===== config.mk =====
export PLATFORM = sky130hd
export DESIGN_NAME = i2c_controller_multibyte
export DESIGN_NICKNAME = d
export VERILOG_FILES = /design/src/rtl/i2c_controller_multibyte.sv
export SDC_FILE = /design/constraint.sdc
export NUM_CORES = 1
export LEC_CHECK = 0
export ABC_AREA = 1
export CORE_MARGIN = 4
export CORE_UTILIZATION = 55
export DETAILED_ROUTE_END_ITERATION = 10
export PLACE_DENSITY = 0.81
export SLEW_MARGIN = 30
export SYNTH_ARGS = -nofsm -noshare
export SYNTH_HDL_FRONTEND = slang
export SYNTH_SLANG_ARGS = --single-unit

===== constraint.sdc =====
create_clock -name clk -period 3.4 [get_ports clk]
set_clock_uncertainty 0.1 [all_clocks]
set_input_delay 0.85 -clock clk [delete_from_list [all_inputs] [get_ports clk]]
set_output_delay 0.85 -clock clk [all_outputs]
set_load 0.01 [all_outputs]

===== src/rtl/i2c_controller_multibyte.sv =====
// Single-controller I2C master: START, address+R/W, 0..MAX_BYTES data bytes, STOP.
// Supports target clock stretching, NACK abort and busy/done/nack status.
module i2c_controller_multibyte #(
  parameter int unsigned MAX_BYTES = 4,
  parameter int unsigned T_LOW     = 250,
  parameter int unsigned T_HIGH    = 250,
  parameter int unsigned T_HD      = 250,
  parameter int unsigned CNT_W     = 10
) (
  input  logic                               clk,
  input  logic                               rst,
  input  logic                               start,
  input  logic [7:0]                         addr,
  input  logic [$clog2(MAX_BYTES+1)-1:0]     num_bytes,
  input  logic [8*MAX_BYTES-1:0]             data_snt,
  output logic [8*MAX_BYTES-1:0]             data_rcv,
  output logic                               scl,
  input  logic                               scl_in,
  input  logic                               sda_in,
  output logic                               sda_out,
  output logic                               busy,
  output logic                               done,
  output logic                               nack
);

  localparam int unsigned NB_W = $clog2(MAX_BYTES + 1);
  localparam int unsigned K_W  = (MAX_BYTES > 1) ? $clog2(MAX_BYTES) : 1;
  localparam int unsigned D_W  = 8 * MAX_BYTES;

  typedef enum logic [3:0] {
    S_IDLE, S_START, S_ADDR, S_ADDR_ACK, S_WRITE, S_WRITE_ACK, S_READ, S_READ_ACK, S_STOP
  } state_t;

  // Phase inside a bit slot; PH_HOLD is only used by the final STOP setup time.
  typedef enum logic [1:0] {PH_LOW, PH_HIGH, PH_HOLD} phase_t;

  state_t             state_q, state_d;
  phase_t             phase_q, phase_d;
  logic [CNT_W-1:0]   cnt_q, cnt_d;
  logic [2:0]         bit_q, bit_d;
  logic [K_W-1:0]     k_q, k_d;
  logic [NB_W-1:0]    nb_q, nb_d;
  logic [7:0]         addr_q, addr_d;
  logic [D_W-1:0]     data_q, data_d;
  logic [D_W-1:0]     data_rcv_q, data_rcv_d;
  logic               scl_q, scl_d;
  logic               sda_q, sda_d;
  logic               busy_q, busy_d;
  logic               done_q, done_d;
  logic               nack_q, nack_d;

  logic               low_end, high_end, hd_end, last_byte;
  logic [CNT_W-1:0]   cnt_inc;

  assign low_end   = (cnt_q == CNT_W'(T_LOW - 1));
  assign high_end  = (cnt_q == CNT_W'(T_HIGH - 1));
  assign hd_end    = (cnt_q == CNT_W'(T_HD - 1));
  assign cnt_inc   = cnt_q + CNT_W'(1);
  assign last_byte = ((NB_W'(k_q) + NB_W'(1)) == nb_q);

  always_ff @(posedge clk or negedge rst) begin
    if (!rst) begin
      state_q    <= S_IDLE;
      phase_q    <= PH_LOW;
      cnt_q      <= '0;
      bit_q      <= '0;
      k_q        <= '0;
      nb_q       <= '0;
      addr_q     <= '0;
      data_q     <= '0;
      data_rcv_q <= '0;
      scl_q      <= 1'b1;
      sda_q      <= 1'b1;
      busy_q     <= 1'b0;
      done_q     <= 1'b0;
      nack_q     <= 1'b0;
    end else begin
      state_q    <= state_d;
      phase_q    <= phase_d;
      cnt_q      <= cnt_d;
      bit_q      <= bit_d;
      k_q        <= k_d;
      nb_q       <= nb_d;
      addr_q     <= addr_d;
      data_q     <= data_d;
      data_rcv_q <= data_rcv_d;
      scl_q      <= scl_d;
      sda_q      <= sda_d;
      busy_q     <= busy_d;
      done_q     <= done_d;
      nack_q     <= nack_d;
    end
  end

  always_comb begin
    state_d    = state_q;
    phase_d    = phase_q;
    cnt_d      = cnt_q;
    bit_d      = bit_q;
    k_d        = k_q;
    nb_d       = nb_q;
    addr_d     = addr_q;
    data_d     = data_q;
    data_rcv_d = data_rcv_q;
    nack_d     = nack_q;
    done_d     = 1'b0;
    scl_d      = 1'b1;
    sda_d      = 1'b1;

    case (state_q)
      S_IDLE: begin
        if (start) begin
          state_d    = S_START;
          cnt_d      = '0;
          addr_d     = addr;
          data_d     = data_snt;
          nb_d       = (num_bytes > NB_W'(MAX_BYTES)) ? NB_W'(MAX_BYTES) : num_bytes;
          data_rcv_d = '0;
          nack_d     = 1'b0;
        end
      end
      S_START: begin
        if (hd_end) begin
          state_d = S_ADDR;
          phase_d = PH_LOW;
          cnt_d   = '0;
          bit_d   = '0;
          k_d     = '0;
        end else begin
          cnt_d = cnt_inc;
        end
      end
      S_STOP: begin
        case (phase_q)
          PH_LOW: begin
            if (low_end) begin
              phase_d = PH_HIGH;
              cnt_d   = '0;
            end else begin
              cnt_d = cnt_inc;
            end
          end
          PH_HIGH: begin
            if (scl_in) begin
              if (high_end) begin
                phase_d = PH_HOLD;
                cnt_d   = '0;
              end else begin
                cnt_d = cnt_inc;
              end
            end
          end
          default: begin
            if (hd_end) begin
              state_d = S_IDLE;
              phase_d = PH_LOW;
              cnt_d   = '0;
              done_d  = 1'b1;
            end else begin
              cnt_d = cnt_inc;
            end
          end
        endcase
      end
      default: begin
        // Bit slot: the high phase only advances while the line is really high.
        if (phase_q == PH_LOW) begin
          if (low_end) begin
            phase_d = PH_HIGH;
            cnt_d   = '0;
          end else begin
            cnt_d = cnt_inc;
          end
        end else if (scl_in) begin
          if (!high_end) begin
            cnt_d = cnt_inc;
          end else begin
            phase_d = PH_LOW;
            cnt_d   = '0;
            bit_d   = bit_q + 3'd1;
            case (state_q)
              S_ADDR: begin
                if (bit_q == 3'd7) state_d = S_ADDR_ACK;
              end
              S_ADDR_ACK: begin
                bit_d = '0;
                if (sda_in) begin
                  nack_d  = 1'b1;
                  state_d = S_STOP;
                end else if (nb_q == '0) begin
                  state_d = S_STOP;
                end else begin
                  state_d = addr_q[0] ? S_READ : S_WRITE;
                end
              end
              S_WRITE: begin
                if (bit_q == 3'd7) state_d = S_WRITE_ACK;
              end
              S_WRITE_ACK: begin
                bit_d = '0;
                if (sda_in) begin
                  nack_d  = 1'b1;
                  state_d = S_STOP;
                end else if (last_byte) begin
                  state_d = S_STOP;
                end else begin
                  k_d     = k_q + K_W'(1);
                  state_d = S_WRITE;
                end
              end
              S_READ: begin
                data_rcv_d[{k_q, ~bit_q}] = sda_in;
                if (bit_q == 3'd7) state_d = S_READ_ACK;
              end
              S_READ_ACK: begin
                bit_d = '0;
                if (last_byte) begin
                  state_d = S_STOP;
                end else begin
                  k_d     = k_q + K_W'(1);
                  state_d = S_READ;
                end
              end
              default: ;
            endcase
          end
        end
      end
    endcase

    // Line drive decoded from the position the FSM moves into, so pins change with the state.
    case (state_d)
      S_IDLE:  ;
      S_START: sda_d = 1'b0;
      S_STOP: begin
        scl_d = (phase_d != PH_LOW);
        sda_d = (phase_d == PH_HOLD);
      end
      default: begin
        scl_d = (phase_d != PH_LOW);
        case (state_d)
          S_ADDR:     sda_d = addr_q[~bit_d];
          S_WRITE:    sda_d = data_q[{k_d, ~bit_d}];
          S_READ_ACK: sda_d = ((NB_W'(k_d) + NB_W'(1)) == nb_q);
          default:    sda_d = 1'b1;
        endcase
      end
    endcase

    busy_d = (state_d != S_IDLE);
  end

  assign data_rcv = data_rcv_q;
  assign scl      = scl_q;
  assign sda_out  = sda_q;
  assign busy     = busy_q;
  assign done     = done_q;
  assign nack     = nack_q;

endmodule


==> impl_metrics.env <==
export IMPL_status="completed"
export IMPL_grt_total_usage_pct=24.3
export IMPL_drt_iter0_drc=383
export IMPL_core_area_sq_um=10300
export IMPL_post_cts_resized=0
export IMPL_tns_ns=0
export IMPL_detail_route_vias_per_cell=5.60
export IMPL_floorplan_io_pins=85
export IMPL_share_of_flip_flops_with_an_asynchronous_set_or_reset_pct=100
export IMPL_synth_seq_area_share_pct=43.9
export IMPL_cts_inserted_buffers=9
export IMPL_period_needed_ns=2.99
export IMPL_row_count=37
export IMPL_layout_setup_ws_ns=0.409
export IMPL_timing_worst_slew_pin_value_ns=0.653
export IMPL_maximum_number_of_pins_on_one_net_before_global_route_repair=46
export IMPL_dieArea_sq_um=12200
export IMPL_final_max_slew_violation_count=0
export IMPL_power_per_cell_area_nw_per_um2=338
export IMPL_layout_cells_most_common_list="sky130_fd_sc_hd__nand2_1 (284), sky130_fd_sc_hd__dfrtp_1 (99), sky130_fd_sc_hd__clkdlybuf4s50_1 (83)"
export IMPL_hold_worst_slack_ns=0.350
export IMPL_min_delay_path_class="input port to async pin"
export IMPL_dpl_cell_area_sq_um=6810
export IMPL_synth_enable_flop_cells=0
export IMPL_post_layout_instance_count_excluding_filler_cells=1005
export IMPL_effective_utilization_at_floorplan_pct=56.1
export IMPL_final_number_of_hold_violating_endpoints=0
export IMPL_yosysUniqueCellTypes=41
export IMPL_grt_pass1_vias=5401
export IMPL_path_common_cell="sky130_fd_sc_hd__nand2_1"
export IMPL_final_common_cell="sky130_fd_sc_hd__nand2_1"
export IMPL_fillerInstances=849
export IMPL_drv_max_cap_violation_count=0
export IMPL_avgRoutedWirePerCell_um=14.6
export IMPL_finalPower_mw=2.37
export IMPL_final_setup_viol_count=0
export IMPL_ctsRootBufferMaster="sky130_fd_sc_hd__clkbuf_8"
export IMPL_number_of_antenna_violations_at_the_first_check_in_global_routing=0
export IMPL_power_leakage_nw=3.19
export IMPL_placement_setup_worst_slack_ns=0.115
export IMPL_critical_path_cell_chain="inv_1 -> ha_1 -> xnor2_1 -> nand3_1 -> nor2_1 -> a21oi_1 -> o22ai_1 -> nand2_1 -> a22oi_1 -> ha_1 -> xor2_1 -> nor2_1 -> nand3_1 -> nand3_1 -> nand2_1 -> a21oi_1 -> nand2_1 -> nand2_1"
export IMPL_nets=924
export IMPL_synth_top_cell_area_share_pct=42.9
export IMPL_ys_top_cells_by_area="sky130_fd_sc_hd__dfrtp_1 (43%), sky130_fd_sc_hd__nand2_1 (18%), sky130_fd_sc_hd__nand3_1 (6.9%)"
export IMPL_worstPathMaxFanout=6
export IMPL_worst_endpoint_arrival_ns=3.23
export IMPL_yosysWarningCount=0
export IMPL_n_antenna_cell=0
export IMPL_place_congestion=0.868
export IMPL_cts_htree_levels=3
export IMPL_min_period_over_period_pct=88.0
export IMPL_cts_reportedPaths_clkPinSlew_ns=0.10
export IMPL_worstPathRequired_ns=3.64
export IMPL_post_cts_buffers=0
export IMPL_critical_path_max_stage_delay_ns=0.48
export IMPL_share_of_post_route_cells_with_drive_strength_above_1_pct=8.06
export IMPL_finalCoreUtilization_pct=68.3
export IMPL_critical_path_endpoint_type="flop"
export IMPL_synthDominantAreaCellType="sky130_fd_sc_hd__dfrtp_1"
export IMPL_cts_buffer_depth=2
export IMPL_clock_sinks=101
export IMPL_floorplan_die_width_um=110
export IMPL_postSynthCellCount=779
export IMPL_drc=0
export IMPL_vias=5630
export IMPL_dpl_cell_count=989
export IMPL_cts_hold_buf=0
export IMPL_rsz_0062_raised_after_global_routing="no"
export IMPL_ys_seq_elements=101
export IMPL_grt_overflow_total=0
export IMPL_slew_headroom_pct=56.0
export IMPL_final_design_area_no_fill_sq_um=7020
export IMPL_dp_hpwl_um=10800
export IMPL_dieHeight_um=110
export IMPL_grt_pass1_wl_um=25000
export IMPL_postSynthNetCount=839
export IMPL_fmax_ghz=0.334
export IMPL_routed_wl_um=14700
export IMPL_worstSetupPathType="flop to flop"
export IMPL_slowest_stage="sky130_fd_sc_hd__dfrtp_1"
export IMPL_synthFlopType="sky130_fd_sc_hd__dfrtp_1"
export IMPL_areaGrowthSynthToFinish_pct=21.6
export IMPL_clk_latency_ns=0.39
export IMPL_count_of_buffers_from_port_buffering=84
export IMPL_startpoint_type="flop"
export IMPL_cts_tree="done"
export IMPL_ant_nets=0
export IMPL_syn_cell_area_sq_um=5770
export IMPL_dr_pass1_iters=5
export IMPL_synth_avg_cell_area_sq_um=7.41
export IMPL_peak_supply_drop_uv=222
## layout make-up
class | count | area [sq um] | area share [%]
multi-input combinational | 577 | 2820 | 40.2
sequential | 101 | 2530 | 36.0
timing repair buffer | 107 | 1040 | 14.8
inverter | 68 | 255 | 3.64
tap | 136 | 170 | 2.42
clock buffer | 9 | 124 | 1.77
clock inverter | 7 | 80.1 | 1.14
## power by group
part / switching [mW] / internal (mW)
Combinational: 0.145 / 0.124
Clock: 0.451 / 0.350
Sequential: 0.0479 / 1.25
Total: 0.644 / 1.73
## critical path, delay by kind of cell (launching register included)
kind	cells	cell delay, ns
XOR/XNOR	2	0.31
AO/OA/AOI/OAI	4	0.49
buffers and inverters	1	0.10
adder cells (fa/ha/maj)	2	0.62
AND/OR/NAND/NOR	9	0.85
flip-flops	1	0.48
## kinds of logic after synthesis
| kind of cell | share of synthesized area, % |
|---|---|
| XOR/XNOR | 0.911 |
| AND/OR/NAND/NOR | 31.9 |
| AO/OA/AOI/OAI | 13.5 |
| adder cells (fa/ha/maj) | 2.60 |
| buffers and inverters | 7.27 |
| flip-flops | 43.9 |
## worst paths after layout
kind	from	to	slack [ns]	depth (start not counted)
worst max register to register	k_q[0]$_DFF_PN0_	sda_out$_DFF_PN1_	0.41	18
min in group clk	addr_q[4]$_DFFE_PN0P_	addr_q[4]$_DFFE_PN0P_	0.38	2
max in group asynchronous	rst	scl$_DFF_PN1_	2.09	2
worst max-delay path	k_q[0]$_DFF_PN0_	sda_out$_DFF_PN1_	0.41	18
worst min-delay path	rst	data_rcv[27]$_DFFE_PN0P_	0.35	1
worst min register to register	addr_q[4]$_DFFE_PN0P_	addr_q[4]$_DFFE_PN0P_	0.38	2
## synth_stat cells (3+ instances only)
library cell	n
sky130_fd_sc_hd__a21oi_1	14
sky130_fd_sc_hd__a22oi_1	4
sky130_fd_sc_hd__a31oi_1	3
sky130_fd_sc_hd__buf_2	8
sky130_fd_sc_hd__buf_4	4
sky130_fd_sc_hd__clkbuf_1	19
sky130_fd_sc_hd__dfrtp_1	99
sky130_fd_sc_hd__ha_1	12
sky130_fd_sc_hd__inv_1	58
sky130_fd_sc_hd__inv_2	9
sky130_fd_sc_hd__nand2_1	284
sky130_fd_sc_hd__nand3_1	79
sky130_fd_sc_hd__nand3_2	4
sky130_fd_sc_hd__nand4_1	4
sky130_fd_sc_hd__nor2_1	38
sky130_fd_sc_hd__nor2_2	5
sky130_fd_sc_hd__nor2_4	3
sky130_fd_sc_hd__nor3_1	6
sky130_fd_sc_hd__o21ai_0	56
sky130_fd_sc_hd__o21ai_1	3
sky130_fd_sc_hd__o22ai_1	3
sky130_fd_sc_hd__o31ai_1	33
sky130_fd_sc_hd__xor2_1	4
## layer usage
layer / vias to the layer above / routed length (um) / track usage (%)
li1: 2724 / - / -
met1: 2693 / 6440 / 31.5
met2: 191 / 7210 / 41.5
met3: 22 / 751 / 3.62
met4: 0 / 261 / 8.54
met5: - / 0 / 0
## flip-flops by register name, summed over array words and instances (netlist names)
signal    count
data_q       32
data_rcv     32
cnt_q        10
addr_q        8
state_q       4
bit_q         3
nb_q          3
k_q           2
phase_q       2
busy          1
done          1
nack          1
scl           1
sda_out       1
Power figures use the tool's default switching activity.
